$ cat src/rtl/irq_pkg.sv
// Shared definitions for the interrupt dispatcher: FSM state encoding,
// interrupt ID width and a one-hot decode helper.
package irq_pkg;

    localparam int IRQ_ID_W  = 3;
    localparam int ID_SPACE  = 1 << IRQ_ID_W;

    typedef enum logic [1:0] {
        ST_IDLE,
        ST_PRESENT,
        ST_IN_SERVICE,
        ST_CLEAR
    } irq_state_e;

    function automatic logic [ID_SPACE-1:0] id_onehot(input logic [IRQ_ID_W-1:0] id);
        id_onehot     = '0;
        id_onehot[id] = 1'b1;
    endfunction

endpackage

$ cat src/rtl/irq_ack_timer.sv
// Ack-wait counter: cleared by load, advanced by enable, expire flags the
// last cycle of the acknowledge window (count == ACK_TIMEOUT-1).
module irq_ack_timer #(
    parameter int ACK_TIMEOUT = 255
) (
    input  logic clock,
    input  logic reset_n,
    input  logic load,
    input  logic enable,
    output logic expire
);

    localparam int CNT_W = (ACK_TIMEOUT < 2) ? 1 : $clog2(ACK_TIMEOUT);
    localparam logic [CNT_W-1:0] LAST = CNT_W'(ACK_TIMEOUT - 1);

    logic [CNT_W-1:0] count;

    always_ff @(posedge clock) begin
        if (!reset_n) begin
            count <= '0;
        end else if (load) begin
            count <= '0;
        end else if (enable && (count != LAST)) begin
            count <= count + 1'b1;
        end
    end

    assign expire = (count == LAST);

endmodule

$ cat src/rtl/interrupt_dispatcher.sv
// Presents the controller's highest-priority pending interrupt to the CPU,
// tracks ack / end-of-interrupt, and issues a one-hot clear to the controller.
module interrupt_dispatcher
    import irq_pkg::*;
#(
    parameter int NUM_INTERRUPTS = 8,
    parameter int ACK_TIMEOUT    = 255
) (
    input  logic                      clock,
    input  logic                      reset_n,
    input  logic                      dispatch_enable,
    input  logic                      interrupt_request,
    input  logic [NUM_INTERRUPTS-1:0] interrupt_pending,
    input  logic [IRQ_ID_W-1:0]       highest_priority_int,
    input  logic                      irq_ack,
    input  logic                      irq_eoi,
    input  logic                      clear_timeout,
    output logic                      irq_valid,
    output logic [IRQ_ID_W-1:0]       irq_id,
    output logic [NUM_INTERRUPTS-1:0] clear_interrupt_select,
    output logic                      busy,
    output logic                      timeout_flag,
    output logic                      spurious_pulse,
    output logic [15:0]               dispatch_count
);

    irq_state_e state, state_nx;

    logic                      valid_nx;
    logic [IRQ_ID_W-1:0]       id_nx;
    logic [NUM_INTERRUPTS-1:0] clr_nx;
    logic                      spur_nx;
    logic                      busy_nx;
    logic                      count_inc;
    logic                      timeout_set;
    logic                      timer_load;
    logic                      timer_en;
    logic                      timer_expire;
    logic [ID_SPACE-1:0]       pend_ext;
    logic [ID_SPACE-1:0]       id_hot;

    // Zero-extended so IDs beyond NUM_INTERRUPTS read as not pending.
    assign pend_ext = ID_SPACE'(interrupt_pending);
    assign id_hot   = id_onehot(irq_id);

    irq_ack_timer #(
        .ACK_TIMEOUT (ACK_TIMEOUT)
    ) u_ack_timer (
        .clock   (clock),
        .reset_n (reset_n),
        .load    (timer_load),
        .enable  (timer_en),
        .expire  (timer_expire)
    );

    always_comb begin
        state_nx    = state;
        valid_nx    = irq_valid;
        id_nx       = irq_id;
        clr_nx      = '0;
        spur_nx     = 1'b0;
        count_inc   = 1'b0;
        timeout_set = 1'b0;
        timer_load  = 1'b0;
        timer_en    = 1'b0;

        case (state)
            ST_IDLE: begin
                if (dispatch_enable && interrupt_request && pend_ext[highest_priority_int]) begin
                    state_nx   = ST_PRESENT;
                    valid_nx   = 1'b1;
                    id_nx      = highest_priority_int;
                    timer_load = 1'b1;
                end
            end
            ST_PRESENT: begin
                // Ack beats withdrawal, withdrawal beats timeout.
                if (irq_ack) begin
                    state_nx  = ST_IN_SERVICE;
                    valid_nx  = 1'b0;
                    count_inc = 1'b1;
                end else if (!pend_ext[irq_id]) begin
                    state_nx = ST_IDLE;
                    valid_nx = 1'b0;
                    spur_nx  = 1'b1;
                end else if (timer_expire) begin
                    state_nx    = ST_CLEAR;
                    valid_nx    = 1'b0;
                    timeout_set = 1'b1;
                    clr_nx      = id_hot[NUM_INTERRUPTS-1:0];
                end else begin
                    timer_en = 1'b1;
                end
            end
            ST_IN_SERVICE: begin
                if (irq_eoi) begin
                    state_nx = ST_CLEAR;
                    clr_nx   = id_hot[NUM_INTERRUPTS-1:0];
                end
            end
            ST_CLEAR: begin
                state_nx = ST_IDLE;
            end
            default: begin
                state_nx = ST_IDLE;
            end
        endcase

        busy_nx = (state_nx != ST_IDLE);
    end

    always_ff @(posedge clock) begin
        if (!reset_n) begin
            state                  <= ST_IDLE;
            irq_valid              <= 1'b0;
            irq_id                 <= '0;
            clear_interrupt_select <= '0;
            busy                   <= 1'b0;
            timeout_flag           <= 1'b0;
            spurious_pulse         <= 1'b0;
            dispatch_count         <= '0;
        end else begin
            state                  <= state_nx;
            irq_valid              <= valid_nx;
            irq_id                 <= id_nx;
            clear_interrupt_select <= clr_nx;
            busy                   <= busy_nx;
            spurious_pulse         <= spur_nx;
            if (timeout_set) begin
                timeout_flag <= 1'b1;
            end else if (clear_timeout) begin
                timeout_flag <= 1'b0;
            end
            if (count_inc && (dispatch_count != 16'hFFFF)) begin
                dispatch_count <= dispatch_count + 16'd1;
            end
        end
    end

endmodule

$ cat config.mk
export PLATFORM = sky130hd
export DESIGN_NAME = interrupt_dispatcher
export DESIGN_NICKNAME = d
export VERILOG_FILES = /design/src/rtl/irq_pkg.sv /design/src/rtl/irq_ack_timer.sv /design/src/rtl/interrupt_dispatcher.sv
export SDC_FILE = /design/constraint.sdc
export NUM_CORES = 1
export LEC_CHECK = 0
export ABC_CLOCK_PERIOD_IN_PS = 3650
export CAP_MARGIN = 30
export CORE_MARGIN = 5
export CORE_UTILIZATION = 49
export CTS_CLUSTER_SIZE = 40
export DETAILED_ROUTE_END_ITERATION = 6
export GPL_ROUTABILITY_DRIVEN = 0
export PLACE_DENSITY = 0.76
export SLEW_MARGIN = 20
export SYNTH_ARGS = -nofsm -noshare
export SYNTH_HDL_FRONTEND = slang
export SYNTH_SLANG_ARGS = --single-unit
$ cat constraint.sdc
create_clock -name clock -period 3.65 [get_ports clock]
set_input_delay 0.5475 -clock clock [delete_from_list [all_inputs] [get_ports clock]]
set_output_delay 0.5475 -clock clock [all_outputs]
set_load 0.1 [all_outputs]
==> results of run 1 <==
-- path summary, 6_finish.rpt --
path / end / startpoint
worst max-delay path: irq_id[0] / irq_id[0]
worst min-delay path: timeout_flag / timeout_flag
worst max register to register: clear_interrupt_select[6] / irq_id[0]
worst min register to register: timeout_flag / timeout_flag
-- metrics by stage --
| stage | cells | power, mW |
|---|---|---|
| 3_5_place_dp | 313 | 0.666 |
| 6_report | 320 | 0.950 |
| 3_3_place_gp | 313 | 0.663 |
| 4_1_cts | 320 | 0.959 |
| 2_1_floorplan | 221 | 0.613 |
| 5_1_grt | 320 | 0.991 |
-- where the power goes --
part | switching, mW | internal [mW]
Combinational | 0.115 | 0.0665
Sequential | 0.0154 | 0.459
Clock | 0.144 | 0.150
-- placed cells by master (no fill, tap or decap), types with 3 or more instances in the layout --
master,netlist,layout
clkdlybuf4s50_1,0,48
dfxtp_1,41,41
nor2_1,30,30
nand2_1,19,19
xnor2_1,12,12
mux2i_1,10,10
nand4_1,8,8
nor3_1,8,8
inv_1,7,7
nand3_1,7,7
xor2_1,7,7
ha_1,7,7
a21oi_1,6,6
clkbuf_8,0,6
o21ai_0,4,4
nand3b_1,3,3
nor4_1,3,3
and4_1,3,3
and3_1,3,3
and2_1,3,3
-- flip-flops by register name, indices dropped and copies added (netlist names) --
signal	cells
spurious_pulse	1
dispatch_count	16
clear_interrupt_select	8
irq_id	3
u_ack_timer.count	8
state	2
irq_valid	1
busy	1
timeout_flag	1
-- routing by layer --
layer  GRT usage  vias up  routed length, um
li1            -      866                  -
met1       0.218      781               2010
met2       0.236       46               1900
met3      0.0506        6                241
met4      0.0423        0                 42
met5           0        -                  0
-- tightest hold or removal path, delay by kind of cell (launching register included) --
kind	cells	cell delay [ps]
flops	1	320
compound gates	1	60
simple gates	1	70
-- kinds of logic after synthesis --
logic type	Yosys count
fa+ha+maj	7
mux	11
flops	41
compound gates	23
buf+inv	15
simple gates	105
xor+xnor	19
-- final cells by class --
cell class / instances / area (um^2) / area share
multi-input cells: 165 / 1100 / 0.425
flip-flops and latches: 41 / 821 / 0.317
repair buffers: 49 / 488 / 0.189
clock buffers: 7 / 86.3 / 0.0334
well taps: 50 / 62.6 / 0.0242
inverters: 8 / 30.0 / 0.0116
==> out/summary.json, run 1 <==
{
  "outcome": "finished clean",
  "finalSetupTns_ps": 0,
  "cts.sinks": 41,
  "num_rows": 23,
  "routed-via-count": 1699,
  "core_region_area_um2": 3970,
  "pin_count_of_the_biggest_net_entering_global_routing": 18,
  "fin_hold_ws_ps": 495,
  "area_fraction_in_compound_gates_after_synthesis": 0.0823,
  "clock_buffer_count_from_cts": 5,
  "power-per-cell-area_nw_per_um2": 367,
  "postSynthNetCount": 246,
  "report.final.setup_viol": 0,
  "route.detailed.drc": 0,
  "worst-setup-path-type": "reg -> out",
  "synth_flop_type": "dfxtp_1",
  "finalCritPeriodShare": 0.750,
  "combinational_family_with_the_most_area_after_synthesis": "simple AND/OR/NAND/NOR gates",
  "critPathBufInv": 1,
  "die_height_um": 73.7,
  "place.detailed.hpwl_um": 3110,
  "final_max_slew_viol_count": 0,
  "grt_util_all_layers": 0.158,
  "synthDistinctLibCells": 48,
  "timing.clock.skew_ps": 5.56,
  "post-cts-setup-buffer-count": 0,
  "critical_path.max_stage_delay_ps": 1240,
  "grt_setup_unrepaired": "false",
  "layout.nets": 295,
  "syn2layout_area_growth_pct": 30.0,
  "synth-adder-area-share": 0.0440,
  "synth.most_common_cell": "dfxtp_1",
  "detail_route.wirelength_um": 4200,
  "design.die.area_um2": 5440,
  "maxCapViolCount": 0,
  "max-vdd-ir-drop_mv": 0.279,
  "path_depth": 1,
  "ctsLongestPathBuffers": 2,
  "design.portCount": 49,
  "sequential_cell_area_fraction_in_the_yosys_report": 0.412,
  "synth.top_cells.by_area": "dfxtp_1 41%, nor2_1 5.7%, xnor2_1 5.3%",
  "synth_commonest_cells": "41 x dfxtp_1, 30 x nor2_1, 19 x nand2_1",
  "postLayoutCoreUtil": 0.652,
  "synth-simple-area-share": 0.281,
  "cp.required_ps": 3100,
  "clock_latency_ps": 290,
  "fillerInstances": 344,
  "hold_viol": 0,
  "cpLargestDelayFamily": "buffers and inverters",
  "clk_pin_slew_ps": 70,
  "floorplan.die.width_um": 73.7,
  "async_flop_share": 0,
  "max-slew-margin-rel": 0.348,
  "globalRouteOverflowTotal": 0,
  "insertedDiodeCount": 0,
  "ctsHoldBuffers": 0,
  "critical_path.startpoint_type": "flip-flop",
  "worst-path-max-fanout": 14,
  "vias_per_cell": 5.31,
  "post-place-ws_ps": 860,
  "drt_first_iter_violations": 143,
  "timing.critical_path.arrival_ps": 2190,
  "start_util": 0.501,
  "grt_pass1_vias": 1515,
  "cell_depth_of_the_worst_hold_path": 2,
  "end_kind": "output pin",
  "cts-htree-levels": 2,
  "synthXorXnorAreaFrac": 0.0836,
  "number_of_nets_still_failing_antenna_checks_after_routing": 0,
  "synthCells": 221,
  "synthesis.yosys.warnings": 0,
  "postPlaceCellArea_um2": 2500,
  "cpMaxStageDelayCell": "clkdlybuf4s50_1",
  "critical_path.cell_chain": "clkdlybuf4s50_1",
  "synth_area_leader_cell": "dfxtp_1",
  "synth_edf_count": 0,
  "initial_antenna_violation_count": 0,
  "worst_r2r_path_depth": 6,
  "period_needed_ps": 2740,
  "cts_resized": 0,
  "post-route-cell-area_um2": 2590,
  "layout-drive-gt1-share": 0.0593,
  "port-buffer-count": 48,
  "drt-wirelength-per-cell_um": 13.1,
  "grt_pass1_wl_um": 6730,
  "hold_path_class": "reg -> reg",
  "netlist_area_um2": 1990,
  "worst_slack_ps": 912,
  "synth.avg_cell_area_um2": 9.01,
  "synthDominantCellAreaShare": 0.412,
  "fmaxAchievable_mhz": 365,
  "clock_tree_from_tritoncts": "done",
  "clk_root_buffer_cell": "clkbuf_8",
  "drt_pre_antenna_iters": 4,
  "synth-seq-cells": 41,
  "synth.area.mux_share": 0.0616,
  "worst-r2r-setup-slack_ps": 1270,
  "tightest_slew_ps": 975,
  "static-leakage-power_nw": 0.932
}
Note: power is estimated with default switching activity, not from simulation.
==> inputs of run 2 (changes only) <==
--- a/config.mk
+++ b/config.mk
@@ -5,7 +5,7 @@
 export SDC_FILE = /design/constraint.sdc
 export NUM_CORES = 1
 export LEC_CHECK = 0
-export ABC_CLOCK_PERIOD_IN_PS = 3650
+export ABC_CLOCK_PERIOD_IN_PS = 2550
 export CAP_MARGIN = 30
 export CORE_MARGIN = 5
 export CORE_UTILIZATION = 49
==> constraint.sdc (replaced) <==
create_clock -name clock -period 2.55 [get_ports clock]
set_input_delay 0.3825 -clock clock [delete_from_list [all_inputs] [get_ports clock]]
set_output_delay 0.3825 -clock clock [all_outputs]
set_load 0.1 [all_outputs]
==> run 2 against run 1 <==
  * Register-to-register slack lost 750 ps
  * Sequential share of layout area rose by 0.59 points
  * Worst hold slack worse by 14 ps
  * Critical path depth up 5
  * Die area is the same
  * Count of clock-buffer cells in the layout is the same
==> out/summary.json, run 2 (same netlist as run 1, synthesis figures left out) <==
{
  "ctsHoldBuffers": {"value": 0, "change": "unchanged"},
  "grt_pass1_wl": {"value": 7320, "unit": "um", "change": "+8.8%"},
  "cts_resized": {"value": 0, "change": "unchanged"},
  "number_of_nets_still_failing_antenna_checks_after_routing": {"value": 0, "change": "unchanged"},
  "power_frac_seq": {"value": 0.496, "change": "-0.003"},
  "initial_antenna_violation_count": {"value": 0, "change": "unchanged"},
  "detail_route.wirelength": {"value": 4230, "unit": "um", "change": "+0.57%"},
  "route.detailed.drc": {"value": 0, "change": "unchanged"},
  "clock_tree_from_tritoncts": "done",
  "drt-wirelength-per-cell": {"value": 13.0, "unit": "um", "change": "-0.67%"},
  "combinationalPowerShare": {"value": 0.193, "change": "about the same"},
  "max-vdd-ir-drop": {"value": 0.222, "unit": "mV", "change": "-21%"},
  "critical_path.startpoint_type": "input port",
  "vias_per_cell": {"value": 5.26, "change": "-1.0%"},
  "design.die.area": {"value": 5440, "unit": "um^2", "change": "unchanged"},
  "internal_dissipation": {"value": 968, "unit": "uW", "change": "+43%"},
  "ctsLongestPathBuffers": {"value": 2, "change": "unchanged"},
  "clock_buffer_count_from_cts": {"value": 5, "change": "unchanged"},
  "drt_pre_antenna_iters": {"value": 4, "change": "unchanged"},
  "cts.sinks": {"value": 41, "change": "unchanged"},
  "fin_hold_ws": {"value": 481, "unit": "ps", "change": "-13.8 ps"},
  "syn2layout_area_growth_pct": 27.6,
  "finalSetupTns": {"value": 0, "unit": "ps", "change": "unchanged"},
  "finalCritPeriodShare": 0.868,
  "fmaxAchievable_mhz": 452,
  "fillerInstances": {"value": 345, "change": "+0.29%"},
  "worst-path-max-fanout": {"value": 8, "change": "-6"},
  "timing.clock.skew": {"value": 8.18, "unit": "ps", "change": "+2.62 ps"},
  "layout-drive-gt1-share": {"value": 0.186, "change": "+0.127"},
  "end_kind": "flip-flop",
  "regMostFlops": "dispatch_count",
  "routed-via-count": {"value": 1703, "change": "+0.24%"},
  "place.detailed.hpwl": {"value": 3200, "unit": "um", "change": "+2.7%"},
  "static-leakage-power": {"value": 1.02, "unit": "nW", "change": "+9.0%"},
  "max-slew-margin-rel": {"value": 0.659, "change": "+0.311"},
  "clock_latency": {"value": 300, "unit": "ps", "change": "about the same"},
  "timing.critical_path.arrival": {"value": 2420, "unit": "ps", "change": "+230 ps"},
  "flip_flop_count_of_the_largest_register_after_layout": {"value": 16, "change": "unchanged"},
  "port-buffer-count": {"value": 48, "change": "unchanged"},
  "hold_viol": {"value": 0, "change": "unchanged"},
  "maxCapViolCount": {"value": 0, "change": "unchanged"},
  "core_region_area": {"value": 3970, "unit": "um^2", "change": "unchanged"},
  "most-common-layout-cells": "41 x dfxtp_1, 36 x buf_4, 30 x nor2_1, 19 x nand2_1, 17 x clkdlybuf4s50_1",
  "finalPower": {"value": 1.37, "unit": "mW", "change": "+44%"},
  "num_rows": {"value": 23, "change": "unchanged"},
  "start_util": {"value": 0.501, "change": "unchanged"},
  "clk_root_buffer_cell": "clkbuf_8",
  "report.final.setup_viol": {"value": 0, "change": "unchanged"},
  "floorplan.die.width": {"value": 73.7, "unit": "um", "change": "unchanged"},
  "insertedDiodeCount": {"value": 0, "change": "unchanged"},
  "p_switching": {"value": 399, "unit": "uW", "change": "+45%"},
  "grt_util_all_layers": {"value": 0.171, "change": "+0.0129"},
  "biggestRegsByFlops": "dispatch_count (16), clear_interrupt_select (8), u_ack_timer.count (8)",
  "grt_setup_unrepaired": "false",
  "tightest_slew": {"value": 507, "unit": "ps", "change": "-468 ps"},
  "cts-htree-levels": {"value": 2, "change": "unchanged"},
  "clk_pin_slew": {"value": 70, "unit": "ps", "change": "about the same"},
  "layout.nets": {"value": 299, "change": "+1.4%"},
  "globalRouteOverflowTotal": {"value": 0, "change": "unchanged"},
  "die_height": {"value": 73.7, "unit": "um", "change": "unchanged"},
  "hold_path_class": "reg -> reg",
  "worst-setup-path-type": "in -> reg",
  "period_needed_ps": 2210,
  "grt_pass1_vias": {"value": 1622, "change": "+7.1%"},
  "outcome": "finished clean",
  "final_max_slew_viol_count": {"value": 0, "change": "unchanged"},
  "switching_part_of_the_total_power": {"value": 0.292, "change": "+0.00295"},
  "power-per-cell-area": {"value": 538, "unit": "nW/um^2", "change": "+47%"},
  "clock_power_share": {"value": 0.311, "change": "+0.002"},
  "most_common_cell_after_layout_fill_and_taps_aside": "dfxtp_1",
  "post-cts-setup-buffer-count": {"value": 0, "change": "unchanged"},
  "drt_first_iter_violations": {"value": 86, "change": "-40%"},
  "pin_count_of_the_biggest_net_entering_global_routing": {"value": 18, "change": "unchanged"},
  "design.portCount": {"value": 49, "change": "unchanged"},
  "cp.required": {"value": 2760, "unit": "ps", "change": "-340 ps"}
}
[run 2: cell count changes in the layout (fill, tap and decap cells not counted)]
cell	before	now
buf_4	1	36
clkdlybuf4s50_1	48	17
[run 2: final timing paths]
kind	from	to	slack, ps	depth (start not counted)
worst min register to register	timeout_flag	timeout_flag	480	2
worst max-delay path	highest_priority_int[0]	u_ack_timer.count[1]	340	6
worst min-delay path	timeout_flag	timeout_flag	480	2
worst max register to register	state[1]	clear_interrupt_select[4]	520	6
[run 2: metrics by stage]
stage	instance area, um^2	instances	utilization	setup slack, ps
after floorplan	1990	221	-	164
after global placement	2450	317	0.618	97.3
after detailed placement	2450	317	0.618	48.5
after CTS	2540	324	0.640	354
after global routing	2540	324	0.640	237
final	2540	324	0.640	338
[run 2: worst max-delay path, cell delays in order]
cell and delay (ps):
clkdlybuf4s50_1 500, mux4_2 500, o2111ai_1 360, or2_1 310, nand2_2 170, a211oi_1 190
[run 2: area by class of cell]
cell class	count	area [um^2]	area share
sequential	41	821	0.323
inverter	8	30.0	0.0118
tap	50	62.6	0.0246
clock buffer	7	86.3	0.0340
multi-input combinational	165	1100	0.433
timing repair buffer	53	440	0.173
[run 2: metal layers]
layer	GRT usage	vias to the layer above	routed length, um
met5	0	-	0
met4	0.0644	0	64
met3	0.0492	7	247
met2	0.254	45	1880
met1	0.233	772	2040
li1	-	879	-
[run 2: power by group through the flow]
| stage | logic (mW) | clock network, mW | registers [mW] |
|---|---|---|---|
| floorplan | 0.113 | 0 | 0.765 |
| global placement | 0.259 | 0 | 0.692 |
| CTS | 0.265 | 0.442 | 0.677 |
| global route | 0.283 | 0.468 | 0.681 |
| detailed placement | 0.264 | 0 | 0.692 |
| finish | 0.264 | 0.425 | 0.678 |
==> inputs of run 3 (changes only) <==
--- a/config.mk
+++ b/config.mk
@@ -13,7 +13,7 @@
 export DETAILED_ROUTE_END_ITERATION = 6
 export GPL_ROUTABILITY_DRIVEN = 0
 export PLACE_DENSITY = 0.76
-export SLEW_MARGIN = 20
+export SLEW_MARGIN = 10
 export SYNTH_ARGS = -nofsm -noshare
 export SYNTH_HDL_FRONTEND = slang
 export SYNTH_SLANG_ARGS = --single-unit
==> results of run 3 <==
Same layout as run 2: the final DEF is identical, and so are final timing and power.
